$ cat config.mk
export PLATFORM = sky130hd
export DESIGN_NAME = izh_timestep_sequencer
export DESIGN_NICKNAME = d
export VERILOG_FILES = /design/src/rtl/izh_seq_pkg.sv /design/src/rtl/izh_tag_delay_line.sv /design/src/rtl/izh_timestep_sequencer.sv
export SDC_FILE = /design/constraint.sdc
export NUM_CORES = 1
export LEC_CHECK = 0
export BUFFER_PORTS_ARGS = -buffer_cell sky130_fd_sc_hd__buf_4
export CAP_MARGIN = 40
export CORE_ASPECT_RATIO = 0.9
export CORE_MARGIN = 2
export CORE_UTILIZATION = 40
export DETAILED_ROUTE_END_ITERATION = 10
export PLACE_DENSITY_LB_ADDON = 0.3
export SYNTH_ARGS = -nofsm -noshare
export SYNTH_HDL_FRONTEND = slang
export SYNTH_SLANG_ARGS = --single-unit
$ cat constraint.sdc
create_clock -name in_clk -period 4 [get_ports in_clk]
set_input_delay 1 -clock in_clk [delete_from_list [all_inputs] [get_ports in_clk]]
set_output_delay 1 -clock in_clk [all_outputs]
set_load 0.05 [all_outputs]
$ cat src/rtl/izh_seq_pkg.sv
// Shared definitions for the Izhikevich timestep sequencer: state encoding,
// default update-pipeline latency and the datapath word-width rule.
package izh_seq_pkg;

  localparam logic [2:0] ST_IDLE      = 3'd0;
  localparam logic [2:0] ST_ISSUE     = 3'd1;
  localparam logic [2:0] ST_DRAIN     = 3'd2;
  localparam logic [2:0] ST_PROPAGATE = 3'd3;
  localparam logic [2:0] ST_SWAP      = 3'd4;

  typedef enum logic [2:0] {
    S_IDLE      = ST_IDLE,
    S_ISSUE     = ST_ISSUE,
    S_DRAIN     = ST_DRAIN,
    S_PROPAGATE = ST_PROPAGATE,
    S_SWAP      = ST_SWAP
  } seq_state_e;

  // Update-pipeline latency from issue to v_prime/fired valid.
  localparam int DEF_PIPE_LAT = 4;

  // Datapath words are sign-magnitude: one sign bit on top of the magnitude.
  function automatic int word_width(input int numwidth);
    return numwidth + 1;
  endfunction

endpackage

$ cat src/rtl/izh_tag_delay_line.sv
// Valid+tag shift register matching the update-pipeline latency, so that a tag
// issued in cycle t reappears as a writeback in cycle t+DEPTH.
module izh_tag_delay_line
  import izh_seq_pkg::*;
#(
  parameter int TAGBITS = 4,
  parameter int DEPTH   = DEF_PIPE_LAT
) (
  input  logic               clk,
  input  logic               clr,
  input  logic               in_valid,
  input  logic [TAGBITS-1:0] in_tag,
  output logic               out_valid,
  output logic [TAGBITS-1:0] out_tag
);

  logic [DEPTH-1:0]              valid_q, valid_d;
  logic [DEPTH-1:0][TAGBITS-1:0] tag_q, tag_d;

  // Shift every stage one position towards the output.
  always_comb begin
    valid_d    = valid_q;
    tag_d      = tag_q;
    valid_d[0] = in_valid;
    tag_d[0]   = in_tag;
    for (int i = 1; i < DEPTH; i++) begin
      valid_d[i] = valid_q[i-1];
      tag_d[i]   = tag_q[i-1];
    end
  end

  // Clear drops everything in flight so no stale writeback can follow it.
  always_ff @(posedge clk) begin
    if (clr) begin
      valid_q <= '0;
      tag_q   <= '0;
    end else begin
      valid_q <= valid_d;
      tag_q   <= tag_d;
    end
  end

  assign out_valid = valid_q[DEPTH-1];
  assign out_tag   = tag_q[DEPTH-1];

endmodule

$ cat src/rtl/izh_timestep_sequencer.sv
// Autonomous timestep controller: sweeps all neuron tags through the update
// pipeline, aligns writebacks/enqueues, waits for spike propagation and
// pulses swap, for a programmed number of timesteps.
//
// state     | meaning
// ----------+---------------------------------------------------------------
// IDLE      | waiting for start; abort ignored
// ISSUE     | one tag per cycle, 0 .. NUMNEURONS-1
// DRAIN     | PIPE_LAT cycles while in-flight writebacks retire
// PROPAGATE | waiting for spike FIFO empty and CIM idle
// SWAP      | one-cycle swap pulse, step count and spike summary update
module izh_timestep_sequencer
  import izh_seq_pkg::*;
#(
  parameter int NUMWIDTH = 16,
  parameter int TAGBITS  = 4,
  parameter int PIPE_LAT = DEF_PIPE_LAT,
  parameter int STEPBITS = 16
) (
  input  logic                in_clk,
  input  logic                in_reset,
  input  logic                in_start,
  input  logic                in_abort,
  input  logic [STEPBITS-1:0] in_num_steps,
  input  logic                in_fired,
  input  logic                in_fifo_full,
  input  logic                in_fifo_empty,
  input  logic                in_cim_busy,
  output logic [TAGBITS-1:0]  out_tag,
  output logic                out_issue_valid,
  output logic                out_wb_en,
  output logic [TAGBITS-1:0]  out_wb_tag,
  output logic                out_enq,
  output logic [TAGBITS-1:0]  out_enq_tag,
  output logic                out_swap,
  output logic                out_busy,
  output logic                out_done,
  output logic [STEPBITS-1:0] out_step_count,
  output logic [TAGBITS:0]    out_last_spikes,
  output logic                out_overflow
);

  localparam int NUMNEURONS = 2 ** TAGBITS;
  localparam int WORD_W     = word_width(NUMWIDTH);
  localparam int DRAIN_W    = (PIPE_LAT > 1) ? $clog2(PIPE_LAT) : 1;

  localparam logic [TAGBITS-1:0] LAST_TAG   = TAGBITS'(NUMNEURONS - 1);
  localparam logic [TAGBITS:0]   SPIKE_MAX  = (TAGBITS + 1)'(NUMNEURONS);
  localparam logic [DRAIN_W-1:0] DRAIN_LOAD = DRAIN_W'(PIPE_LAT - 1);

  // The neighbouring datapath needs a sign bit plus at least one magnitude
  // bit, and the drain timer needs at least one cycle of pipeline latency.
  if (PIPE_LAT < 1 || WORD_W < 2) begin : g_param_check
    $error("izh_timestep_sequencer: PIPE_LAT must be >= 1 and NUMWIDTH >= 1");
  end

  seq_state_e          state_q, state_d;
  logic [TAGBITS-1:0]  tag_q, tag_d;
  logic [DRAIN_W-1:0]  drain_cnt_q, drain_cnt_d;
  logic [STEPBITS-1:0] steps_q, steps_d;
  logic [STEPBITS-1:0] step_count_q, step_count_d;
  logic [TAGBITS:0]    spike_cnt_q, spike_cnt_d;
  logic [TAGBITS:0]    last_spikes_q, last_spikes_d;
  logic                overflow_q, overflow_d;
  logic                abort_pend_q, abort_pend_d;
  logic                done_q, done_d;

  logic                issue_valid;
  logic                wb_en;
  logic [TAGBITS-1:0]  wb_tag;
  logic                enq;

  assign issue_valid = (state_q == S_ISSUE);
  assign enq         = wb_en & in_fired;

  izh_tag_delay_line #(
    .TAGBITS (TAGBITS),
    .DEPTH   (PIPE_LAT)
  ) u_delay (
    .clk       (in_clk),
    .clr       (in_reset),
    .in_valid  (issue_valid),
    .in_tag    (tag_q),
    .out_valid (wb_en),
    .out_tag   (wb_tag)
  );

  // Next-state, counters and spike accounting for the sequencer.
  always_comb begin
    state_d       = state_q;
    tag_d         = tag_q;
    drain_cnt_d   = drain_cnt_q;
    steps_d       = steps_q;
    step_count_d  = step_count_q;
    spike_cnt_d   = spike_cnt_q;
    last_spikes_d = last_spikes_q;
    overflow_d    = overflow_q;
    abort_pend_d  = abort_pend_q;
    done_d        = 1'b0;

    // Enqueues only happen while writebacks retire (ISSUE/DRAIN); a spike
    // lost to a full FIFO is flagged but never retried.
    if (enq && (spike_cnt_q != SPIKE_MAX)) begin
      spike_cnt_d = spike_cnt_q + 1'b1;
    end
    if (enq && in_fifo_full) begin
      overflow_d = 1'b1;
    end

    case (state_q)
      S_IDLE: begin
        if (in_start) begin
          if (in_num_steps != '0) begin
            state_d      = S_ISSUE;
            steps_d      = in_num_steps;
            step_count_d = '0;
            spike_cnt_d  = '0;
            overflow_d   = 1'b0;
            abort_pend_d = 1'b0;
            tag_d        = '0;
          end else begin
            done_d = 1'b1;
          end
        end
      end

      S_ISSUE: begin
        if (in_abort || (tag_q == LAST_TAG)) begin
          state_d      = S_DRAIN;
          drain_cnt_d  = DRAIN_LOAD;
          tag_d        = '0;
          abort_pend_d = abort_pend_q | in_abort;
        end else begin
          tag_d = tag_q + 1'b1;
        end
      end

      S_DRAIN: begin
        abort_pend_d = abort_pend_q | in_abort;
        if (drain_cnt_q == '0) begin
          if (abort_pend_q || in_abort) begin
            state_d = S_IDLE;
            done_d  = 1'b1;
          end else begin
            state_d = S_PROPAGATE;
          end
        end else begin
          drain_cnt_d = drain_cnt_q - 1'b1;
        end
      end

      S_PROPAGATE: begin
        if (in_abort) begin
          state_d = S_IDLE;
          done_d  = 1'b1;
        end else if (in_fifo_empty && !in_cim_busy) begin
          state_d       = S_SWAP;
          step_count_d  = step_count_q + STEPBITS'(1);
          last_spikes_d = spike_cnt_q;
          spike_cnt_d   = '0;
          done_d        = (step_count_d == steps_q);
        end
      end

      S_SWAP: begin
        tag_d = '0;
        if (step_count_q == steps_q) begin
          state_d = S_IDLE;
        end else if (in_abort) begin
          // The final-step done has not been given yet, so give it on IDLE entry.
          state_d = S_IDLE;
          done_d  = 1'b1;
        end else begin
          state_d = S_ISSUE;
        end
      end

      default: begin
        state_d = S_IDLE;
      end
    endcase
  end

  // Single register bank for the sequencer state and its outputs.
  always_ff @(posedge in_clk) begin
    if (in_reset) begin
      state_q       <= S_IDLE;
      tag_q         <= '0;
      drain_cnt_q   <= '0;
      steps_q       <= '0;
      step_count_q  <= '0;
      spike_cnt_q   <= '0;
      last_spikes_q <= '0;
      overflow_q    <= 1'b0;
      abort_pend_q  <= 1'b0;
      done_q        <= 1'b0;
    end else begin
      state_q       <= state_d;
      tag_q         <= tag_d;
      drain_cnt_q   <= drain_cnt_d;
      steps_q       <= steps_d;
      step_count_q  <= step_count_d;
      spike_cnt_q   <= spike_cnt_d;
      last_spikes_q <= last_spikes_d;
      overflow_q    <= overflow_d;
      abort_pend_q  <= abort_pend_d;
      done_q        <= done_d;
    end
  end

  assign out_tag         = tag_q;
  assign out_issue_valid = issue_valid;
  assign out_wb_en       = wb_en;
  assign out_wb_tag      = wb_tag;
  assign out_enq         = enq;
  assign out_enq_tag     = wb_tag;
  assign out_swap        = (state_q == S_SWAP);
  assign out_busy        = (state_q != S_IDLE);
  assign out_done        = done_q;
  assign out_step_count  = step_count_q;
  assign out_last_spikes = last_spikes_q;
  assign out_overflow    = overflow_q;

endmodule

Word-level counts from Yosys, hierarchy flattened
Cells that the tools add are included.
{ "op_classes": {"bitwise_logic": 3, "add_sub_neg": 4, "n_reduce_logical": 21, "muxes": 45, "n_eq_ne": 16} }
{ "ops": {"columns": ["cell", "count"], "rows": [
  ["2-to-1 mux 16 bit", 4],
  ["equality test 16 bit", 2],
  ["one-hot mux 16 bit (2 select lines)", 1],
  ["2-to-1 mux 5 bit", 5],
  ["2-to-1 mux 3 bit", 6],
  ["2-to-1 mux 1 bit", 17],
  ["adder 16 x 1 -> 16 bit, second input constant", 1],
  ["nonzero test 16 bit", 1],
  ["one-hot mux 3 bit (5 select lines)", 1],
  ["!= test 2 bit, second input constant", 7],
  ["2-to-1 mux 4 bit", 3],
  ["one-hot mux 4 bit (3 select lines)", 1],
  ["AND reduction 3 bit", 4],
  ["one-hot mux 5 bit (2 select lines)", 1],
  ["AND reduction 5 bit", 2],
  ["nonzero test 3 bit", 3],
  ["equality test 3 x 2 -> 1 bit, second input constant", 2],
  ["2-to-1 mux 2 bit", 3],
  ["adder 5 x 1 -> 5 bit, second input constant", 1],
  ["!= test 5 bit, second input constant", 1],
  ["adder 4 x 1 -> 4 bit, second input constant", 1],
  ["equality test 4 bit, second input constant", 1],
  ["one-hot mux 1 bit (4 select lines)", 1],
  ["one-hot mux 2 bit (2 select lines)", 1],
  ["15 further kinds", 19]
]} }
{ "word_totals": {"out_inout_bits": 40, "inputBits": 24, "reg_bits": 74, "word_cells": 104} }

Logic depth before layout (Yosys ltp)
{ "logic_depth": {"ltp_word": 6, "mapped_depth": 8} }

Cells and area by module
A second synthesis with hierarchy kept.
{ "unflattened": {"hier_cells": 429, "area_unflattened_um2": 3747.3} }
{ "modules_own_cells": {"columns": ["module", "area_per_inst_um2", "instances", "seq_area_each_um2", "cells_per_inst"], "rows": [
  ["izh_timestep_sequencer", 3129.3, 1, 1081.0, 387],
  ["izh_tag_delay_line", 618.1, 1, 400.4, 42]
]} }

Worst setup path after synthesis
No wires, ideal clock.
{ "synth_path": {"path_kind": "input to output", "start": "input in_fired", "end": "output out_enq", "arrival_time_ns": 1.615, "path_stages": 2, "n_path_buf": 1, "required_ns": 3.000, "slack_ns": 1.385, "cell_sequence": "and2_1 -> clkbuf_1"} }
{ "synth_between": {"elab_chain_cells": 1} }
{ "synth_lines": {"columns": ["element", "line", "text"], "rows": [
  ["from (decl)", "izh_timestep_sequencer.sv:25", "input logic in_fired,"],
  ["AND 1 bit", "izh_timestep_sequencer.sv:74", "assign enq = wb_en & in_fired;"],
  ["to (decl)", "izh_timestep_sequencer.sv:33", "output logic out_enq,"]
]} }
No other way between the ends.

Worst setup path after layout
{ "layout_path": {"start": "input in_num_steps[10]", "end": "register spike_cnt_q[0]"} }
{ "layout_between": {"elab_chain_cells": 4} }
{ "layout_lines": {"columns": ["element", "line", "text"], "rows": [
  ["from (decl)", "izh_timestep_sequencer.sv:24", "input logic [STEPBITS-1:0] in_num_steps,"],
  ["nonzero test 16 bit", "izh_timestep_sequencer.sv:113", "if (in_num_steps != '0) begin"],
  ["2-to-1 mux 5 bit", "izh_timestep_sequencer.sv:113", null],
  ["2-to-1 mux 5 bit", "izh_timestep_sequencer.sv:112", "if (in_start) begin"],
  ["one-hot mux 5 bit (2 select lines)", "izh_timestep_sequencer.sv:110", "case (state_q)"],
  ["to (signal assigned)", "izh_timestep_sequencer.sv:203", "spike_cnt_q <= spike_cnt_d;"],
  ["to (decl)", "izh_timestep_sequencer.sv:62", "logic [TAGBITS:0] spike_cnt_q, spike_cnt_d;"]
]} }
No other way between the ends.
A chain may end at the register's enable or synchronous reset.

==> impl_metrics.toml <==
[global_routing]
grt_usage = 0.171
grt_pass1_vias = 2660
antenna_found_initial = 0
grt_max_degree = 55
grt_first_pass_wirelength_mm = 13.3
gr-total-overflow = 0

[final_layout]
utilization = 0.492
syn2layout_area_growth_pct = 17.9
layout-drive-gt1-share = 0.199
num_antenna_cells = 0
layout.cells.non_filler = 577
nets = 482

[place]
portBuffers = 63
dp_hpwl_mm = 5.97
post-place-cells = 561
gp_congestion = 0.890

[flow_run]
maxCapViolations = 0

[power_and_ir_drop]
power_density_nw_per_um2 = 499
power.net_switching_w = 0.000795
combPwrFrac = 0.331
p_leak_nw = 1.72
peakVddDrop_uv = 312
power.share.clock = 0.247
internal_power_w = 0.00133
p_seq_frac = 0.422
swShare = 0.375

[routing]
vias_per_cell = 5.27
ant_nets = 0
avgRoutedWirePerCell_um = 14.2
vias = 3042
drt_iter0_drc = 132
first_pass_iters = 4
routed_wl_mm = 8.22
drc = 0

[logic_synthesis]
synth.avg_cell_area_um2 = 8.82
synth_top_family_by_area = "simple AND/OR/NAND/NOR gates"
synth_fa_ha_area_frac = 0.0173
post_synth_num_cell_types = 57
synthFlopType = "dfxtp_1"
syn_inst = 409
syn_nets = 438
synth-edff-count = 0
synth_xor_area_frac = 0.0874
synth-simple-area-share = 0.257
synth.yosys.warnings = 0
synthMuxAreaShare = 0.0725
async_flop_share = 0
syn_area_um2 = 3610
ys_seq_elements = 74
yosysSeqAreaShare = 0.411
synth-compound-area-share = 0.0974

[timing]
finalMaxSlewViolations = 0
grt_setup_unrepaired = "no"
period_needed_ns = 2.69
hold_viol_final = 0
worst_pin_slew_ns = 0.908
max_freq_mhz = 371
fin_crit_sh = 0.673
clock_skew_ns = 0.00639
finalSetupTns_ns = 0
timing.slew.headroom = 0.386
setup_viol = 0

[floorplanning]
die_area_um2 = 9800
rows = 32
die_h_um = 94.1
pin_count = 64
die_w_um = 104
core_area_um2 = 8650
initial_utilization = 0.417

[cts]
cts_setup_buffers = 0
clockBufferDepth = 2
worstSkewPairLatency_ns = 0.35
path_clk_slew_ns = 0.08
ctsResizeCount = 0
cts_buffers = 9
cts_tree = "yes"
root_buffer = "clkbuf_8"
htreeDepth = 3
clock_sinks = 74
cts_hold_buf = 0

[critical_path]
worstPathArrival_ns = 2.99
crit_path_end_kind = "flip-flop"
worst-setup-path-type = "in2reg"
crit_required_ns = 4.29
cp_max_fo = 18
start_kind = "primary input"

[min_path]
hp-class = "reg2reg"

[outcome]
status = "complete, no violations"
-- state kept, by name, summed over array words and instances (netlist names), 2 cells and up --
| signal | flops |
|---|---|
| u_delay.out_tag | 4 |
| state_q | 3 |
| steps_q | 16 |
| u_delay.tag_d | 12 |
| out_last_spikes | 5 |
| out_tag | 4 |
| u_delay.valid_q | 4 |
| drain_cnt_q | 2 |
| out_step_count | 16 |
| spike_cnt_q | 5 |
-- worst max-delay path, cell delays in order --
cell	delay, ns
buf_4	0.11
nor4_1	0.45
nand4_1	0.24
nand3_2	0.43
nand2b_1	0.10
buf_4	0.22
or2_1	0.30
nor2_1	0.12
-- power groups by stage --
stage | logic, W | registers, W | clock network, W
2_1_floorplan | 0.000550 | 0.000894 | 0
3_3_place_gp | 0.000689 | 0.000906 | 0
3_5_place_dp | 0.000700 | 0.000911 | 0
4_1_cts | 0.000704 | 0.000893 | 0.000538
5_1_grt | 0.000772 | 0.000908 | 0.000573
6_report | 0.000702 | 0.000894 | 0.000524
-- Yosys cell counts (all sizes together), types with 3 or more instances --
master / n / share of area
dfxtp: 74 / 0.41
nor2: 62 / 0.064
mux2i: 25 / 0.069
nor2b: 22 / 0.038
xnor2: 20 / 0.049
a21oi: 19 / 0.026
o21ai: 18 / 0.026
clkbuf: 17 / 0.018
xor2: 16 / 0.039
buf: 15 / 0.030
nand4: 15 / 0.028
or3: 14 / 0.027
inv: 10 / 0.010
nand3: 9 / 0.014
and2: 7 / 0.012
nand2: 7 / 0.0073
nor3: 7 / 0.011
nor4: 7 / 0.012
ha: 5 / 0.017
and3: 3 / 0.0052
nand2b: 3 / 0.0052
nor4b: 3 / 0.0073
-- path summary, 6_finish.rpt --
check / from / slack, ns / depth (start not counted) / end
setup / recovery: in_num_steps[10] / 1.31 / 8 / spike_cnt_q[0]$_SDFF_PP0_
hold / removal: u_delay.tag_d[15]$_SDFF_PP0_ / 0.44 / 1 / u_delay.out_tag[3]$_SDFF_PP0_
setup reg to reg: out_step_count[0]$_SDFFE_PP0P_ / 1.62 / 6 / out_done$_SDFF_PP0_
hold reg to reg: u_delay.tag_d[15]$_SDFF_PP0_ / 0.44 / 1 / u_delay.out_tag[3]$_SDFF_PP0_
-- metal layers --
metal | up-vias | share of wire | wire (um) | track usage
met5 | - | 0 | 0 | 0
met4 | 0 | 0.015 | 126 | 0.0743
met3 | 9 | 0.062 | 510 | 0.0409
met2 | 92 | 0.43 | 3500 | 0.240
met1 | 1428 | 0.50 | 4070 | 0.248
li1 | 1513 | - | - | -
-- cell families after synthesis --
| family | after synthesis |
|---|---|
| and+or+nand+nor | 170 |
| DFF | 74 |
| AOI/OAI and AO/OA | 56 |
| buffers and inverters | 42 |
| xor gates and xnor gates | 36 |
| muxes | 26 |
| adders and majority gates | 5 |
-- final cells by class --
cell class | count | area [um^2]
clock inverters | 6 | 42.5
flip-flops and latches | 74 | 1480
fillers | 867 | 4400
clock buffers | 10 | 138
repair buffers | 65 | 488
well taps | 119 | 149
inverters | 10 | 37.5
multi-input cells | 293 | 1920
-- cells in the final DEF (no fill, tap or decap), types with 3 or more instances in the layout --
| cell type | instances |
|---|---|
| nor3_1 | 6 |
| nor4_1 | 7 |
| o21ai_0 | 17 |
| a21oi_1 | 19 |
| dfxtp_1 | 74 |
| and2_1 | 6 |
| inv_1 | 8 |
| mux2i_1 | 25 |
| nand2_1 | 7 |
| ha_1 | 5 |
| and3_1 | 3 |
| or3_1 | 12 |
| xor2_1 | 16 |
| nor2_1 | 62 |
| nor4b_1 | 3 |
| nand4_1 | 14 |
| buf_4 | 65 |
| nor2b_1 | 22 |
| xnor2_1 | 20 |
| clkbuf_8 | 10 |
| nand3_1 | 8 |
| nand2b_1 | 3 |
-- metrics by stage --
stage / power [W] / setup slack (ns) / hold slack, ns / area, um^2
after floorplan: 0.00144 / 1.38 / 0.414 / 3610
after global placement: 0.00160 / 1.04 / 0.416 / 4070
after detailed placement: 0.00161 / 0.913 / 0.422 / 4070
after CTS: 0.00213 / 1.27 / 0.440 / 4250
after global routing: 0.00225 / 1.13 / 0.457 / 4250
final: 0.00212 / 1.31 / 0.438 / 4250
Note: power is estimated with default switching activity, not from simulation.
